### src/rtl/adder_share_arbiter_pkg.sv
// Shared constants and types for the adder-sharing arbiter slice.
// Used by the interface, the round-robin arbiter and the top level.
package adder_share_pkg;

    localparam int A_W_DEF   = 50;
    localparam int B_W_DEF   = 35;
    localparam int SUM_W     = A_W_DEF + 1;
    localparam int N_REQ_DEF = 2;
    localparam int ID_W_DEF  = 1;
    localparam int CNT_W     = 16;

    typedef logic [SUM_W-1:0]    sum_t;
    typedef logic [ID_W_DEF-1:0] id_t;

    // Requester ID width for a given requester count (never below one bit).
    function automatic int id_width(input int n);
        return (n <= 2) ? 1 : $clog2(n);
    endfunction

endpackage

### src/rtl/adder_share_arbiter_if.sv
// Request/response bundle between the partial-product reduction stages
// (master side) and the shared-adder arbiter (slave side).
interface adder_share_arbiter_if
    import adder_share_pkg::*;
#(
    parameter int N_REQ = N_REQ_DEF,
    parameter int A_W   = A_W_DEF,
    parameter int B_W   = B_W_DEF,
    parameter int ID_W  = ID_W_DEF
);

    logic [N_REQ-1:0]     req_valid;
    logic [N_REQ-1:0]     req_ready;
    logic [N_REQ*A_W-1:0] req_a;
    logic [N_REQ*B_W-1:0] req_b;
    logic                 rsp_valid;
    logic                 rsp_ready;
    logic [ID_W-1:0]      rsp_id;
    logic [A_W:0]         rsp_sum;

    modport master (
        output req_valid, req_a, req_b, rsp_ready,
        input  req_ready, rsp_valid, rsp_id, rsp_sum
    );

    modport slave (
        input  req_valid, req_a, req_b, rsp_ready,
        output req_ready, rsp_valid, rsp_id, rsp_sum
    );

endinterface

### src/rtl/adder_share_arbiter_rr_arbiter.sv
// Combinational round-robin arbiter: scans req starting at ptr and wrapping,
// granting the first set bit. No grant when en is low.
module rr_arbiter #(
    parameter int N_REQ = 2,
    parameter int ID_W  = 1
) (
    input  logic [N_REQ-1:0] req,
    input  logic [ID_W-1:0]  ptr,
    input  logic             en,
    output logic [N_REQ-1:0] grant,
    output logic [ID_W-1:0]  grant_idx
);

    logic            found;
    logic [ID_W-1:0] idx_v;

    // Priority scan from ptr, wrapping modulo N_REQ.
    always_comb begin
        grant     = '0;
        grant_idx = '0;
        found     = 1'b0;
        idx_v     = '0;
        for (int k = 0; k < N_REQ; k++) begin
            idx_v = ID_W'((int'(ptr) + k) % N_REQ);
            if (en && !found && req[idx_v]) begin
                found        = 1'b1;
                grant[idx_v] = 1'b1;
                grant_idx    = idx_v;
            end
        end
    end

endmodule

### src/rtl/unsignedRippleCarryAdder50bit.sv
// 50-bit unsigned ripple-carry adder; sum[50] is the carry-out.
module unsignedRippleCarryAdder50bit (
    input  logic [49:0] a,
    input  logic [49:0] b,
    output logic [50:0] sum
);

    logic [50:0] carry;

    assign carry[0] = 1'b0;

    generate
        for (genvar gi = 0; gi < 50; gi++) begin : g_fa
            assign sum[gi]      = a[gi] ^ b[gi] ^ carry[gi];
            assign carry[gi+1]  = (a[gi] & b[gi]) | (carry[gi] & (a[gi] ^ b[gi]));
        end
    endgenerate

    assign sum[50] = carry[50];

endmodule

### src/rtl/adder_share_arbiter.sv
// Time-shares one unsigned adder (A + zero-extended B) among N_REQ
// requesters. A round-robin arbiter picks one request per cycle whenever the
// single response stage is free; the sum is registered with the requester ID.
// Optional: define ADDER_SHARE_PERF_EN to add per-requester grant counters
// and a stall counter (16-bit, saturating).
module adder_share_arbiter
    import adder_share_pkg::*;
#(
    parameter int N_REQ = N_REQ_DEF,
    parameter int A_W   = A_W_DEF,
    parameter int B_W   = B_W_DEF,
    parameter int ID_W  = ID_W_DEF
) (
    input  logic                   clk,
    input  logic                   rst_n,
    adder_share_arbiter_if.slave   bus
`ifdef ADDER_SHARE_PERF_EN
    ,
    output logic [N_REQ*CNT_W-1:0] grant_cnt,
    output logic [CNT_W-1:0]       stall_cnt
`endif
);

    logic             rsp_valid_reg;
    logic [A_W:0]     rsp_sum_reg;
    logic [ID_W-1:0]  rsp_id_reg;
    logic [ID_W-1:0]  ptr_reg;
    logic [ID_W-1:0]  ptr_next;

    logic             free;
    logic             arb_en;
    logic             fire;
    logic [N_REQ-1:0] grant_onehot;
    logic [ID_W-1:0]  grant_idx;

    logic [A_W-1:0]   a_arr [N_REQ];
    logic [B_W-1:0]   b_arr [N_REQ];
    logic [A_W-1:0]   a_sel;
    logic [A_W-1:0]   b_ext;
    logic [A_W:0]     sum_w;

    // The response stage can take a new sum when empty or being drained.
    // Gating with rst_n keeps req_ready low while reset is held.
    assign free   = !rsp_valid_reg || bus.rsp_ready;
    assign arb_en = free && rst_n;

    rr_arbiter #(
        .N_REQ (N_REQ),
        .ID_W  (ID_W)
    ) u_arb (
        .req       (bus.req_valid),
        .ptr       (ptr_reg),
        .en        (arb_en),
        .grant     (grant_onehot),
        .grant_idx (grant_idx)
    );

    assign bus.req_ready = grant_onehot;
    assign fire          = |(bus.req_valid & grant_onehot);

    // Unpack the per-requester operand lanes.
    generate
        for (genvar gi = 0; gi < N_REQ; gi++) begin : g_lane
            assign a_arr[gi] = bus.req_a[gi*A_W +: A_W];
            assign b_arr[gi] = bus.req_b[gi*B_W +: B_W];
        end
    endgenerate

    assign a_sel = a_arr[grant_idx];
    assign b_ext = {{(A_W-B_W){1'b0}}, b_arr[grant_idx]};

    // Use the existing 50-bit adder at the native width; fall back to a
    // plain add for other operand widths.
    generate
        if (A_W == A_W_DEF) begin : g_rca
            sum_t rca_sum;
            unsignedRippleCarryAdder50bit u_add (
                .a   (a_sel),
                .b   (b_ext),
                .sum (rca_sum)
            );
            assign sum_w = rca_sum;
        end else begin : g_plain
            assign sum_w = {1'b0, a_sel} + {1'b0, b_ext};
        end
    endgenerate

    // Pointer moves to the requester after the one just granted.
    assign ptr_next = (grant_idx == ID_W'(N_REQ-1)) ? '0 : grant_idx + 1'b1;

    // Response stage and round-robin pointer.
    always_ff @(posedge clk or negedge rst_n) begin
        if (!rst_n) begin
            rsp_valid_reg <= 1'b0;
            rsp_sum_reg   <= '0;
            rsp_id_reg    <= '0;
            ptr_reg       <= '0;
        end else if (fire) begin
            rsp_valid_reg <= 1'b1;
            rsp_sum_reg   <= sum_w;
            rsp_id_reg    <= grant_idx;
            ptr_reg       <= ptr_next;
        end else if (rsp_valid_reg && bus.rsp_ready) begin
            rsp_valid_reg <= 1'b0;
        end
    end

    assign bus.rsp_valid = rsp_valid_reg;
    assign bus.rsp_sum   = rsp_sum_reg;
    assign bus.rsp_id    = rsp_id_reg;

`ifdef ADDER_SHARE_PERF_EN
    logic [CNT_W-1:0] stall_cnt_reg;

    generate
        for (genvar gi = 0; gi < N_REQ; gi++) begin : g_gcnt
            logic [CNT_W-1:0] cnt_reg;

            // Saturating count of accepted requests for this requester.
            always_ff @(posedge clk or negedge rst_n) begin
                if (!rst_n) begin
                    cnt_reg <= '0;
                end else if (bus.req_valid[gi] && grant_onehot[gi] && (cnt_reg != '1)) begin
                    cnt_reg <= cnt_reg + 1'b1;
                end
            end

            assign grant_cnt[gi*CNT_W +: CNT_W] = cnt_reg;
        end
    endgenerate

    // Saturating count of cycles where backpressure blocks waiting requests.
    always_ff @(posedge clk or negedge rst_n) begin
        if (!rst_n) begin
            stall_cnt_reg <= '0;
        end else if (rsp_valid_reg && !bus.rsp_ready && (|bus.req_valid) &&
                     (stall_cnt_reg != '1)) begin
            stall_cnt_reg <= stall_cnt_reg + 1'b1;
        end
    end

    assign stall_cnt = stall_cnt_reg;
`endif

endmodule

### src/flat_wrapper.sv
// flat-port wrapper written by rule: the top's interface ports become plain ports
module adder_share_arbiter_flat import adder_share_pkg::*;
#(
    parameter int N_REQ = N_REQ_DEF,
    parameter int A_W   = A_W_DEF,
    parameter int B_W   = B_W_DEF,
    parameter int ID_W  = ID_W_DEF
)
  (clk, rst_n, bus_req_valid, bus_req_a, bus_req_b, bus_rsp_ready, bus_req_ready, bus_rsp_valid, bus_rsp_id, bus_rsp_sum);
  adder_share_arbiter_if #(.N_REQ(N_REQ), .A_W(A_W), .B_W(B_W), .ID_W(ID_W)) bus_i ();
  input  logic clk;
  input  logic rst_n;
  input wire logic [$bits(bus_i.req_valid)-1:0] bus_req_valid;
  input wire logic [$bits(bus_i.req_a)-1:0] bus_req_a;
  input wire logic [$bits(bus_i.req_b)-1:0] bus_req_b;
  input wire logic [$bits(bus_i.rsp_ready)-1:0] bus_rsp_ready;
  output wire logic [$bits(bus_i.req_ready)-1:0] bus_req_ready;
  output wire logic [$bits(bus_i.rsp_valid)-1:0] bus_rsp_valid;
  output wire logic [$bits(bus_i.rsp_id)-1:0] bus_rsp_id;
  output wire logic [$bits(bus_i.rsp_sum)-1:0] bus_rsp_sum;
  assign bus_i.req_valid = bus_req_valid;
  assign bus_i.req_a = bus_req_a;
  assign bus_i.req_b = bus_req_b;
  assign bus_i.rsp_ready = bus_rsp_ready;
  assign bus_req_ready = bus_i.req_ready;
  assign bus_rsp_valid = bus_i.rsp_valid;
  assign bus_rsp_id = bus_i.rsp_id;
  assign bus_rsp_sum = bus_i.rsp_sum;
  adder_share_arbiter #(.N_REQ(N_REQ), .A_W(A_W), .B_W(B_W), .ID_W(ID_W)) u_core (.clk(clk), .rst_n(rst_n), .bus(bus_i));
endmodule
### config.mk
export PLATFORM = sky130hd
export DESIGN_NAME = adder_share_arbiter_flat
export DESIGN_NICKNAME = d
export VERILOG_FILES = /design/src/rtl/adder_share_arbiter_pkg.sv /design/src/rtl/adder_share_arbiter_if.sv /design/src/rtl/adder_share_arbiter_rr_arbiter.sv /design/src/rtl/unsignedRippleCarryAdder50bit.sv /design/src/rtl/adder_share_arbiter.sv /design/src/flat_wrapper.sv
export SDC_FILE = /design/constraint.sdc
export NUM_CORES = 1
export LEC_CHECK = 0
export CAP_MARGIN = 30
export CORE_UTILIZATION = 35
export DETAILED_ROUTE_END_ITERATION = 10
export PLACE_DENSITY = 0.79
export SLEW_MARGIN = 20
export SYNTH_ARGS = -nofsm -noshare
export SYNTH_HDL_FRONTEND = slang
export SYNTH_SLANG_ARGS = --single-unit
export TNS_END_PERCENT = 5
### constraint.sdc
create_clock -name clk -period 16.29 [get_ports clk]
set_input_delay 4.887 -clock clk [delete_from_list [all_inputs] [get_ports clk]]
set_output_delay 4.887 -clock clk [all_outputs]
set_load 0.005 [all_outputs]
==> metrics <==
status finished with violations; violated checks negative setup slack; fin. max-slew vios 0; CP max stage delay 460 ps; first-pass GRT wire length 16,500 um; post-cts hold buffer count 0; vias per cell 4.68; Avg Cell Area, Syn 13.2 um2; mux contribution to synthesized area 0.356; Core ar. 0.0110 mm2; Mapped Area 0.00401 mm2; initial antenna violation count 0; # H-tree levels 2; largest net degree at the start of global routing 57; VDD IR max 0.0514 mV; delay-heaviest family, CP adder cells; synthesized instance count 303; Slowest cell on crit path clkdlybuf4s50_1; Cell Rows 38; Fillers 903; Max Clock Freq 49.0 MHz; GRT Total Usage 0.184; clk sinks 54; nets 760; CTS buffer count 5; Hold Vio Cnt, Final 0; Ant. Diodes 0; synthesis-to-layout area growth 66.1%; Max-slew headroom 0.446; sequential fraction of the synthesis area 0.337; Pwr Density 90.9 mW/mm2; # DRC 0; drt total wl 10,800 um; Min-Delay Path Class flip-flop to flip-flop; actual slew at the worst max-slew pin 830 ps; flops & latches, synth 54; yosys warns 0; die area 0.0119 mm2; port bufs 229; final worst-path setup slack -4140 ps; post-route ant nets 0; crit start category input port; CTS tree done; Die Width 109 um; Req. time, crit path 16,460 ps; I/O pin total 230; area share of the largest cell type after synthesis 0.337; CP Capture Type flip-flop; GP Congestion 0.792; via count 3,159; Tcrit/Tclk final 1.25; worst-path fanout max 3; crit path kind input port to flip-flop; Most Frequent Cell on Critical Path fa_2; post-DR wirelength/cell 16.0 um; unrepaired setup endpoints after global routing yes; post-synthesis simple-gate area fraction 0.00531; drt pass-1 iters 4; Synth Area in Compound Gates 0.0106; vias in the first global route 3,405; DR iter-0 viols 56; final count of negative-setup-slack endpoints 22; Crit path buffers/inverters 5; share of cells above drive strength 1 0.176; gr ovfl total 0; Leakage Power 0.00314 uW; Clk Latency, worst-skew pair 280 ps; Worst Clk Skew 3.72 ps; Place WS -4780 ps; clk slew on worst S/H paths 60 ps; crit path DAT 20,590 ps; Post-Syn Nets 528; clock root cell clkbuf_16; max FFs per register 51; worst hold margin 502 ps; Post-Synth XOR/XNOR Area 0; DP HPWL 9050 um; Yosys top cell by area dfrtp_1; adder-cell share of the synthesized area 0.220; largest family of logic cells by synthesized area multiplexers; Max Cap Viol 0; clock period minus worst slack 20,430 ps; Synth area leaders dfrtp_1, mux2i_1, fa_1; worst-case clock buffer depth 2; die span in y 109 um; Cell variety after synth 18; Initial Util 0.365
==> worst paths after layout <==
check,endpoint,slack (ps),depth (start not counted),startpoint
setup / recovery,u_core.bus.rsp_sum[49],-4140,59,bus_rsp_ready
hold / removal,u_core.bus.rsp_id,500,1,u_core.bus.rsp_id
setup reg to reg,u_core.bus.rsp_sum[49],530,57,u_core.ptr_reg
hold reg to reg,u_core.bus.rsp_id,500,1,u_core.bus.rsp_id
max in group asynchronous,u_core.bus.rsp_sum[16],11010,2,rst_n
min in group asynchronous,u_core.bus.rsp_sum[23],4830,2,rst_n
==> Yosys cell counts (all sizes together) <==
master and count:
ha 16, buf 15, dfrtp 54, mux2 37, inv 40, fa 34, o2111ai 1, a211oi 1
mux2i 99, a21o 1, nand2b 1, a21oi 1, nand2 2, o211ai 1
==> layout make-up <==
class	instances	area (um2)	area share
Timing Repair Buffer	240	2370	0.357
Clock buffer	7	133	0.0199
Sequential cell	54	1350	0.203
Inverter	40	153	0.0229
Multi-Input combinational cell	194	2470	0.371
Tap cell	140	175	0.0263
==> placed cells by master, fill, tap and decap left out, types with 2 or more instances in the layout <==
cell	instances
buf_4	10
clkbuf_1	2
clkbuf_16	5
clkdlybuf4s50_1	227
dfrtp_1	54
fa_2	34
ha_1	16
inv_1	36
inv_2	3
mux2_2	32
mux2_4	5
mux2i_1	99
nand2_1	2
==> worst register-to-register path, delay by kind of cell, from the launching register on <==
| family | cells | cell delay [ps] |
|---|---|---|
| fa+ha+maj | 50 | 14240 |
| mux | 2 | 480 |
| flops | 1 | 430 |
| compound gates | 1 | 310 |
| buf+inv | 4 | 240 |
==> power by group <==
part	leakage, uW	internal, uW	switching, uW
clock	0.0000640	56.3	43.6
combinational	0.00244	187	105
sequential	0.000631	184	29.0
==> through the flow <==
step                      setup TNS, ps  total power (uW)  utilization  cells  area (um2)
after global placement           -64140               500        0.592    667        6500
after CTS                        -59250               617        0.606    675        6650
after floorplan                  -44950               327            -    303        4090
final                            -56200               605        0.606    675        6650
after detailed placement         -69850               512        0.592    667        6500
after global routing             -64780               653        0.606    675        6650
==> cells by family (layout without fill, tap and decap cells) <==
kind of cell             Yosys count  after routing
multiplexers                     136            136
AO/OA/AOI/OAI                      5              5
AND/OR/NAND/NOR                    3              3
buffers and inverters             55            287
flip-flops                        54             54
adder cells (fa/ha/maj)           50             50
==> what timing repair did <==
action / CTS / global route
resized for setup: 8 / 0
pin swaps: 3 / 2
buffers inserted: 1 / 0
setup endpoints to repair: 23 / 23
==> per-layer routing <==
layer	vias up	share of wire	track usage
li1	1493	-	-
met1	1522	0.38	0.217
met2	135	0.54	0.343
met3	9	0.068	0.0359
met4	0	0.011	0.0376
met5	-	0	0
Power figures use the tool's default switching activity.
